File: src/rtl/mult_arbiter_if.sv
`default_nettype none
// ============================================================================
// Module      : mult_arbiter_if
// Description : Signal bundle between two requesters, the shared-multiplier
//               arbiter and the multiplier itself.
//               slave  - arbiter view (takes requests, drives the multiplier)
//               master - environment view (requesters and multiplier)
//               Requester side : req0/req1, a0/b0/a1/b1 -> ack0/ack1,
//                                rvalid, rid, result, err, busy
//               Multiplier side: m_start, m_a, m_b -> m_done, m_product
// Revision    : 1.0 - initial release
// ============================================================================
interface mult_arbiter_if #(
    parameter int WIDTH = 8
);
    logic                   req0;
    logic                   req1;
    logic [WIDTH-1:0]       a0;
    logic [WIDTH-1:0]       b0;
    logic [WIDTH-1:0]       a1;
    logic [WIDTH-1:0]       b1;
    logic                   ack0;
    logic                   ack1;
    logic                   rvalid;
    logic                   rid;
    logic [2*WIDTH-1:0]     result;
    logic                   err;
    logic                   busy;
    logic                   m_start;
    logic [WIDTH-1:0]       m_a;
    logic [WIDTH-1:0]       m_b;
    logic                   m_done;
    logic [2*WIDTH-1:0]     m_product;

    modport slave (
        input  req0, req1, a0, b0, a1, b1, m_done, m_product,
        output ack0, ack1, rvalid, rid, result, err, busy, m_start, m_a, m_b
    );

    modport master (
        output req0, req1, a0, b0, a1, b1, m_done, m_product,
        input  ack0, ack1, rvalid, rid, result, err, busy, m_start, m_a, m_b
    );
endinterface
`default_nettype wire

File: src/rtl/mult_arbiter.sv
`default_nettype none
// ============================================================================
// Module      : mult_arbiter
// Description : Round-robin arbiter granting two requesters access to one
//               shared multi-cycle multiplier, with a WAIT-state timeout.
//               Flow per transaction: IDLE (grant + ack) -> ISSUE (m_start)
//               -> WAIT (until m_done or timeout) -> RESP (rvalid) -> IDLE.
// Ports       : clk    - single clock, rising edge
//               reset  - synchronous, active-low
//               bus    - mult_arbiter_if.slave: requests/operands in,
//                        ack/response out, multiplier start/operands out,
//                        multiplier done/product in
// Revision    : 1.0 - initial release
// ============================================================================
module mult_arbiter #(
    parameter int WIDTH   = 8,
    parameter int TIMEOUT = 64
) (
    input  wire logic       clk,
    input  wire logic       reset,
    mult_arbiter_if.slave   bus
);

    // Counter only has to reach TIMEOUT-1.
    localparam int c_CNT_W = (TIMEOUT > 2) ? $clog2(TIMEOUT) : 1;
    localparam logic [c_CNT_W-1:0] c_CNT_LAST = c_CNT_W'(TIMEOUT - 1);

    typedef enum logic [1:0] {
        S_IDLE  = 2'd0,
        S_ISSUE = 2'd1,
        S_WAIT  = 2'd2,
        S_RESP  = 2'd3
    } state_t;

    state_t                 r_state;
    state_t                 w_state_next;

    logic                   r_last_gnt;     // requester granted most recently
    logic                   r_pend_rid;     // requester of the in-flight transaction
    logic [WIDTH-1:0]       r_m_a;
    logic [WIDTH-1:0]       r_m_b;
    logic                   r_rid;
    logic [2*WIDTH-1:0]     r_result;
    logic                   r_err;
    logic [c_CNT_W-1:0]     r_cnt;

    logic                   w_any;
    logic                   w_win;
    logic                   w_cnt_last;
    logic                   w_ack0;
    logic                   w_ack1;
    logic                   w_m_start;
    logic                   w_rvalid;
    logic                   w_busy;

    // ------------------------------------------------------------------------
    // Arbitration: a lone request wins outright; on a tie the requester that
    // was not granted last time wins.
    // ------------------------------------------------------------------------
    always_comb begin
        w_any      = bus.req0 | bus.req1;
        w_win      = (bus.req0 && bus.req1) ? ~r_last_gnt : bus.req1;
        w_cnt_last = (r_cnt == c_CNT_LAST);
    end

    // ------------------------------------------------------------------------
    // State register
    // ------------------------------------------------------------------------
    always_ff @(posedge clk) begin
        if (!reset) begin
            r_state <= S_IDLE;
        end else begin
            r_state <= w_state_next;
        end
    end

    // ------------------------------------------------------------------------
    // Next-state and control outputs
    // ------------------------------------------------------------------------
    always_comb begin
        w_state_next = r_state;
        w_ack0       = 1'b0;
        w_ack1       = 1'b0;
        w_m_start    = 1'b0;
        w_rvalid     = 1'b0;
        w_busy       = 1'b0;

        case (r_state)
            S_IDLE: begin
                if (w_any) begin
                    w_state_next = S_ISSUE;
                    w_ack0       = ~w_win;
                    w_ack1       = w_win;
                end
            end
            S_ISSUE: begin
                w_busy       = 1'b1;
                w_m_start    = 1'b1;
                w_state_next = S_WAIT;
            end
            S_WAIT: begin
                w_busy = 1'b1;
                if (bus.m_done || w_cnt_last) begin
                    w_state_next = S_RESP;
                end
            end
            S_RESP: begin
                w_busy       = 1'b1;
                w_rvalid     = 1'b1;
                w_state_next = S_IDLE;
            end
            default: begin
                w_state_next = S_IDLE;
            end
        endcase

        // Combinational strobes stay quiet while reset is held, so a pulse
        // can never be seen in the cycle a transaction is being aborted.
        if (!reset) begin
            w_ack0    = 1'b0;
            w_ack1    = 1'b0;
            w_m_start = 1'b0;
            w_rvalid  = 1'b0;
            w_busy    = 1'b0;
        end
    end

    // ------------------------------------------------------------------------
    // Datapath: operand latch, timeout counter, response registers.
    // rid/result/err are only written on the WAIT->RESP edge so they hold
    // the last response until the next one replaces it.
    // ------------------------------------------------------------------------
    always_ff @(posedge clk) begin
        if (!reset) begin
            r_last_gnt <= 1'b1;             // requester 0 wins the first tie
            r_pend_rid <= 1'b0;
            r_m_a      <= '0;
            r_m_b      <= '0;
            r_rid      <= 1'b0;
            r_result   <= '0;
            r_err      <= 1'b0;
            r_cnt      <= '0;
        end else begin
            case (r_state)
                S_IDLE: begin
                    if (w_any) begin
                        r_m_a      <= w_win ? bus.a1 : bus.a0;
                        r_m_b      <= w_win ? bus.b1 : bus.b0;
                        r_pend_rid <= w_win;
                        r_last_gnt <= w_win;
                    end
                end
                S_ISSUE: begin
                    r_cnt <= '0;
                end
                S_WAIT: begin
                    // m_done takes precedence over a coincident timeout.
                    if (bus.m_done) begin
                        r_result <= bus.m_product;
                        r_err    <= 1'b0;
                        r_rid    <= r_pend_rid;
                    end else if (w_cnt_last) begin
                        r_result <= '0;
                        r_err    <= 1'b1;
                        r_rid    <= r_pend_rid;
                    end else begin
                        r_cnt <= r_cnt + c_CNT_W'(1);
                    end
                end
                default: begin
                end
            endcase
        end
    end

    // ------------------------------------------------------------------------
    // Output drive
    // ------------------------------------------------------------------------
    assign bus.ack0    = w_ack0;
    assign bus.ack1    = w_ack1;
    assign bus.m_start = w_m_start;
    assign bus.rvalid  = w_rvalid;
    assign bus.busy    = w_busy;
    assign bus.m_a     = r_m_a;
    assign bus.m_b     = r_m_b;
    assign bus.rid     = r_rid;
    assign bus.result  = r_result;
    assign bus.err     = r_err;

endmodule
`default_nettype wire

File: src/flat_wrapper.sv
// flat-port wrapper written by rule: the top's interface ports become plain ports
module mult_arbiter_flat 
#(
    parameter int WIDTH   = 8,
    parameter int TIMEOUT = 64
)
  (clk, reset, bus_req0, bus_req1, bus_a0, bus_b0, bus_a1, bus_b1, bus_m_done, bus_m_product, bus_ack0, bus_ack1, bus_rvalid, bus_rid, bus_result, bus_err, bus_busy, bus_m_start, bus_m_a, bus_m_b);
  mult_arbiter_if #(.WIDTH(WIDTH)) bus_i ();
  input  wire logic clk;
  input  wire logic reset;
  input wire logic [$bits(bus_i.req0)-1:0] bus_req0;
  input wire logic [$bits(bus_i.req1)-1:0] bus_req1;
  input wire logic [$bits(bus_i.a0)-1:0] bus_a0;
  input wire logic [$bits(bus_i.b0)-1:0] bus_b0;
  input wire logic [$bits(bus_i.a1)-1:0] bus_a1;
  input wire logic [$bits(bus_i.b1)-1:0] bus_b1;
  input wire logic [$bits(bus_i.m_done)-1:0] bus_m_done;
  input wire logic [$bits(bus_i.m_product)-1:0] bus_m_product;
  output wire logic [$bits(bus_i.ack0)-1:0] bus_ack0;
  output wire logic [$bits(bus_i.ack1)-1:0] bus_ack1;
  output wire logic [$bits(bus_i.rvalid)-1:0] bus_rvalid;
  output wire logic [$bits(bus_i.rid)-1:0] bus_rid;
  output wire logic [$bits(bus_i.result)-1:0] bus_result;
  output wire logic [$bits(bus_i.err)-1:0] bus_err;
  output wire logic [$bits(bus_i.busy)-1:0] bus_busy;
  output wire logic [$bits(bus_i.m_start)-1:0] bus_m_start;
  output wire logic [$bits(bus_i.m_a)-1:0] bus_m_a;
  output wire logic [$bits(bus_i.m_b)-1:0] bus_m_b;
  assign bus_i.req0 = bus_req0;
  assign bus_i.req1 = bus_req1;
  assign bus_i.a0 = bus_a0;
  assign bus_i.b0 = bus_b0;
  assign bus_i.a1 = bus_a1;
  assign bus_i.b1 = bus_b1;
  assign bus_i.m_done = bus_m_done;
  assign bus_i.m_product = bus_m_product;
  assign bus_ack0 = bus_i.ack0;
  assign bus_ack1 = bus_i.ack1;
  assign bus_rvalid = bus_i.rvalid;
  assign bus_rid = bus_i.rid;
  assign bus_result = bus_i.result;
  assign bus_err = bus_i.err;
  assign bus_busy = bus_i.busy;
  assign bus_m_start = bus_i.m_start;
  assign bus_m_a = bus_i.m_a;
  assign bus_m_b = bus_i.m_b;
  mult_arbiter #(.WIDTH(WIDTH), .TIMEOUT(TIMEOUT)) u_core (.clk(clk), .reset(reset), .bus(bus_i));
endmodule
File: config.mk
export PLATFORM = sky130hd
export DESIGN_NAME = mult_arbiter_flat
export DESIGN_NICKNAME = d
export VERILOG_FILES = /design/src/rtl/mult_arbiter_if.sv /design/src/rtl/mult_arbiter.sv /design/src/flat_wrapper.sv
export SDC_FILE = /design/constraint.sdc
export NUM_CORES = 1
export LEC_CHECK = 0
export BUFFER_PORTS_ARGS = -buffer_cell sky130_fd_sc_hd__buf_4
export CORE_MARGIN = 5
export CORE_UTILIZATION = 41
export DETAILED_ROUTE_END_ITERATION = 8
export GPL_ROUTABILITY_DRIVEN = 0
export GPL_TIMING_DRIVEN = 1
export MAX_ROUTING_LAYER = met4
export PLACE_DENSITY = 0.83
export SYNTH_ARGS = -nofsm -noshare
export SYNTH_HDL_FRONTEND = slang
export SYNTH_SLANG_ARGS = --single-unit
File: constraint.sdc
create_clock -name clk -period 1.5 [get_ports clk]
set_input_delay 0.3 -clock clk [delete_from_list [all_inputs] [get_ports clk]]
set_output_delay 0.3 -clock clk [all_outputs]
set_load 0.05 [all_outputs]
* Word level (Yosys, flattened, before mapping)
Cells that the tools add are included.
Storage, ports and cells: word-level logic and storage cells 58, output and inout port bits 39, register bits after elaboration 44, input port bits 53
Cells by class: bitwise gates (word level) 3, muxes and demuxes 27, equality and inequality tests 8, reduce and logical (&&, ||, !) cells 10, $add $sub $neg 1
Operators with widths (number):
- 2-to-1 mux 16 bit | 2
- 2-to-1 mux 1 bit | 17
- 2-to-1 mux 8 bit | 2
- 2-to-1 mux 6 bit | 2
- one-hot mux 6 bit (2 select lines) | 1
- one-hot mux 2 bit (4 select lines) | 1
- adder 6 x 1 -> 6 bit (second input constant) | 1
- equality test 6 bit (second input constant) | 1
- AND reduction 2 bit | 3
- equality test 2 bit (second input constant) | 2
- 2-to-1 mux 2 bit | 2
- != test 2 x 1 -> 1 bit (second input constant) | 2
- != test 2 bit (second input constant) | 2
- nonzero test 2 bit | 2
- AND reduction 3 bit | 1
- OR reduction 3 bit | 1
- equality test 2 x 1 -> 1 bit (second input constant) | 1
- logical NOT 2 bit | 1
- inverter 1 bit | 2
- logical AND 1 bit | 1
- logical OR 1 bit | 1
- bitwise OR 1 bit | 1

* Logic depth before layout (Yosys ltp)
word-level depth 6, mapped depth 7

* Worst setup path after synthesis
OpenSTA, ideal clock, no wires.
path type reg-to-output, from register u_core.r_state[0], to output port bus_ack0, cell stages (with the launch flop) 8, arrival 1867 ps, path slack -667 ps, buffers on the path 2, cell sequence dfxtp_1 > inv_1 > ha_1 > nor2b_1 > clkbuf_1 > buf_2 > nand2_1 > nor2_1
On the way: cells in the longest elaborated chain, start to end 3
RTL lines:
- start: declaration | RTL line mult_arbiter.sv:35 | state_t r_state;
- start signal: assignment | RTL line mult_arbiter.sv:73 | r_state <= w_state_next;
- logical NOT 2 bit | RTL line mult_arbiter.sv:88 | case (r_state)
- 2-to-1 mux 1 bit | RTL line mult_arbiter.sv:88
- 2-to-1 mux 1 bit | RTL line mult_arbiter.sv:119 | if (!reset) begin
- end: declaration | RTL line flat_wrapper.sv:19 | output wire logic [$bits(bus_i.ack0)-1:0] bus_ack0;
No other way between the ends.

* Final worst setup path
from register u_core.r_state[1], to output port bus_ack0
The elaborated chain is that of the path after synthesis.

==> PnR_summary.wiki <==
{| class="wikitable"
! Metric !! Value
|-
| Design Area, Final || between 3000 and 4000 um^2
|-
| Type of the setup path with the least slack || flop to output port
|-
| Worst IR drop on VDD || approximately 1100 uV
|-
| Number of antenna violations at the first check in global routing || 0
|-
| Number of sinks handled by clock tree synthesis || between 40 and 50
|-
| Total of flip-flops plus latches after synthesis || 44
|-
| Worst-skew pair later-pin latency || 300 ps
|-
| Avg WL per Cell || 15.0 um
|-
| Max-slew violation total from the final report || 0
|-
| Async set-reset flop share out of synthesis || 0
|-
| Buffers on Ports || 91
|-
| Area added between synthesis and finish || 58.0%
|-
| Unrepaired setup endpoints after global routing || true
|-
| Clock transition at the registers of the reported paths || 90 ps
|-
| Number of enable flip-flop cells after synthesis || 0
|-
| Largest net degree at the start of global routing || 33
|-
| Wire length of the first global-routing pass || 8.19 mm
|-
| Remaining DRCs || 0
|-
| Number of distinct library cell variants in the gate-level netlist after synthesis || 34
|-
| Finish-stage setup viols || 7
|-
| Number of top-level pins || 92
|-
| Antenna viol nets, final || 0
|-
| Biggest area contributors in the synthesized netlist || sky130_fd_sc_hd__dfxtp_1, sky130_fd_sc_hd__mux2i_1, sky130_fd_sc_hd__o211a_1, sky130_fd_sc_hd__a22o_1, sky130_fd_sc_hd__nand2_1
|-
| Starting Density || 0.432
|-
| CTS Buffer Depth || 2
|-
| Area occupied by registers || 886 um^2
|-
| Number of standard cells in the layout, taps in and fillers out || 347
|-
| Tightest Hold Check Type || primary input to flop
|-
| Number of buffer and inverter instances along the worst setup path || 2
|-
| Vias || 1,813
|-
| Areal power density over the cells || 1780 nW/um^2
|-
| Hold Violations, Final || 0
|-
| Area share of the leading cell type in the synthesized netlist || 0.459
|-
| Outcome || finished, violations left
|-
| Fraction of the yosys area taken by sequential cells || 0.459
|-
| Mean Syn Cell Area || between 10 and 15 um^2
|-
| Global router's overall resource usage || 0.169
|-
| CTS root buffer || sky130_fd_sc_hd__clkbuf_8
|-
| Data arrival time of the critical path || 1320 ps
|-
| Slowest library cell on the worst path || sky130_fd_sc_hd__dfxtp_2
|-
| Synth Net Count || approximately 250
|-
| Worst stage delay on the critical path || 330 ps
|-
| Maximum operating frequency || between 600 and 700 MHz
|-
| Most repeated cell in the gate-level netlist after synthesis || sky130_fd_sc_hd__dfxtp_1
|-
| Total Nets Final || ~350
|-
| Worst-path cell chain || inv_2 -> ha_4 -> nor2b_4 -> nand2_2 -> nor2_4 -> buf_8
|-
| Antenna cells || 0
|-
| Die Width || 78.4 um
|-
| Layout fillers || 341
|-
| Inserted Clock Buffers || 5
|-
| Max-cap violations || 0
|-
| Endpoint required time on the critical path || 1200 ps
|-
| Hpwl dp || 3.75 mm
|-
| Post-Synthesis Cell Area || 1920 um^2
|-
| Family with the most delay on the worst path || flip-flops
|-
| Final worst-path setup slack || -116 ps
|-
| Wire length after detailed routing || about 5.2 mm
|-
| Worst slack at placement || -105 ps
|-
| Number of warning messages in the yosys log || 0
|-
| Vias per cell || 5.22
|-
| DR pass1 iterations || 4
|-
| Endpoint type of the worst setup path || output port
|-
| Ys flop type || sky130_fd_sc_hd__dfxtp_1
|-
| Site row count || 24
|-
| Number of instances in the placed design || 330
|-
| Total Power Consumption || 5.38 mW
|-
| Placeable core region || approximately 4400 um^2
|-
| CP startpoint kind || flop
|-
| Layout cell share with drive strength beyond 1 || 0.495
|-
| Worst-path maximum fanout || 2
|-
| Leakage || 1.55 nW
|-
| Top cell types by occurrence after synthesis || sky130_fd_sc_hd__dfxtp_1, sky130_fd_sc_hd__nand2_1, sky130_fd_sc_hd__mux2i_1
|-
| 1st-iter DRT viols || 97
|-
| Final cycle utilization of the critical path || 1.08
|-
| Instance area after placement || 2720 um^2
|-
| Residual overflow from global routing || 0
|-
| Min Tclk post-route || 1620 ps
|-
| Instance count of the mapped netlist || 188
|-
| Biggest area consumer among synthesized cells || sky130_fd_sc_hd__dfxtp_1
|-
| Floorplan die height || just under 80 um
|-
| Worst slew margin || 0.801
|-
| Via count of the first global-routing pass || approximately 1,800
|-
| Final setup skew || 7.65 ps
|-
| Violated checks || setup timing
|-
| Total die area || slightly above 6000 um^2
|-
| Clock tree from TritonCTS || done
|-
| Footprint of the multi-input gates || 1020 um^2
|-
| Pin slew with the least headroom to its limit || 299 ps
|-
| H-tree depth || 2
|}
layout make-up:
class	count	area share
multi-input combinational	128	0.337
sequential	44	0.292
inverter	2	0.00248
clock buffer	5	0.0227
clock inverter	3	0.0157
timing repair buffer	113	0.308
tap	52	0.0215
layout by cell type, fill, tap and decap left out, types with 3 or more instances in the layout:
cell / netlist / layout
sky130_fd_sc_hd__buf_4: 1 / 103
sky130_fd_sc_hd__dfxtp_1: 44 / 40
sky130_fd_sc_hd__nand2_1: 27 / 26
sky130_fd_sc_hd__mux2i_1: 18 / 18
sky130_fd_sc_hd__a22o_1: 16 / 16
sky130_fd_sc_hd__o211a_1: 16 / 16
sky130_fd_sc_hd__a21oi_1: 6 / 5
sky130_fd_sc_hd__clkbuf_8: 0 / 5
sky130_fd_sc_hd__nor2_1: 5 / 4
sky130_fd_sc_hd__nand3_1: 4 / 4
sky130_fd_sc_hd__buf_6: 2 / 4
sky130_fd_sc_hd__dfxtp_2: 0 / 4
sky130_fd_sc_hd__and3_1: 5 / 3
sky130_fd_sc_hd__o21ai_0: 3 / 3
sky130_fd_sc_hd__buf_12: 0 / 3
where the power goes:
part | internal (mW) | switching (mW)
Clock | 0.502 | 0.423
Combinational | 1.20 | 1.68
Sequential | 1.44 | 0.144
state kept, by name (all words and copies together), names as in the netlist:
register	flops
u_core.bus.result	16
u_core.bus.m_a	8
u_core.bus.m_b	8
u_core.r_cnt	6
u_core.r_state	2
u_core.bus.err	1
u_core.bus.rid	1
u_core.r_last_gnt	1
u_core.r_pend_rid	1
layer usage:
metal | wire (um) | GRT usage | vias to the layer above
met5 | 0 | - | -
met4 | 69 | 0.0420 | 0
met3 | 263 | 0.0469 | 9
met2 | 2840 | 0.303 | 42
met1 | 2040 | 0.185 | 864
li1 | - | - | 898
through the flow:
stage / hold WS [ps] / setup TNS, ps / util
CTS: 196 / -557 / 0.663
finish: 202 / -428 / 0.682
floorplan: 425 / -236 / -
global route: 191 / -1110 / 0.682
detailed placement: 465 / -1430 / 0.612
global placement: 455 / -1040 / 0.612
worst paths after layout:
check / startpoint / endpoint / slack [ps] / cells past startpoint
worst max-delay path: u_core.r_state[1] / bus_ack0 / -120 / 6
worst min-delay path: bus_m_product[4] / u_core.bus.result[4] / 200 / 2
worst max register to register: u_core.r_state[1] / u_core.r_state[0] / -30 / 6
worst min register to register: u_core.bus.rid / u_core.bus.rid / 480 / 2
logic make-up (layout without fill, tap and decap cells):
logic type	count (synthesis)	after routing	synth area share
AOI/OAI and AO/OA	55	55	0.248
adders and majority gates	5	5	0.0326
and+or+nand+nor	50	50	0.121
muxes	18	18	0.0939
DFF	44	44	0.459
buffers and inverters	16	123	0.0450
what timing repair did:
item	CTS	global route
setup endpoints to repair	24	45
pin swaps	3	8
hold buffers	0	0
gates cloned	0	1
resized for setup	18	9
buffers inserted	5	3
(Power assumes the default switching activity.)
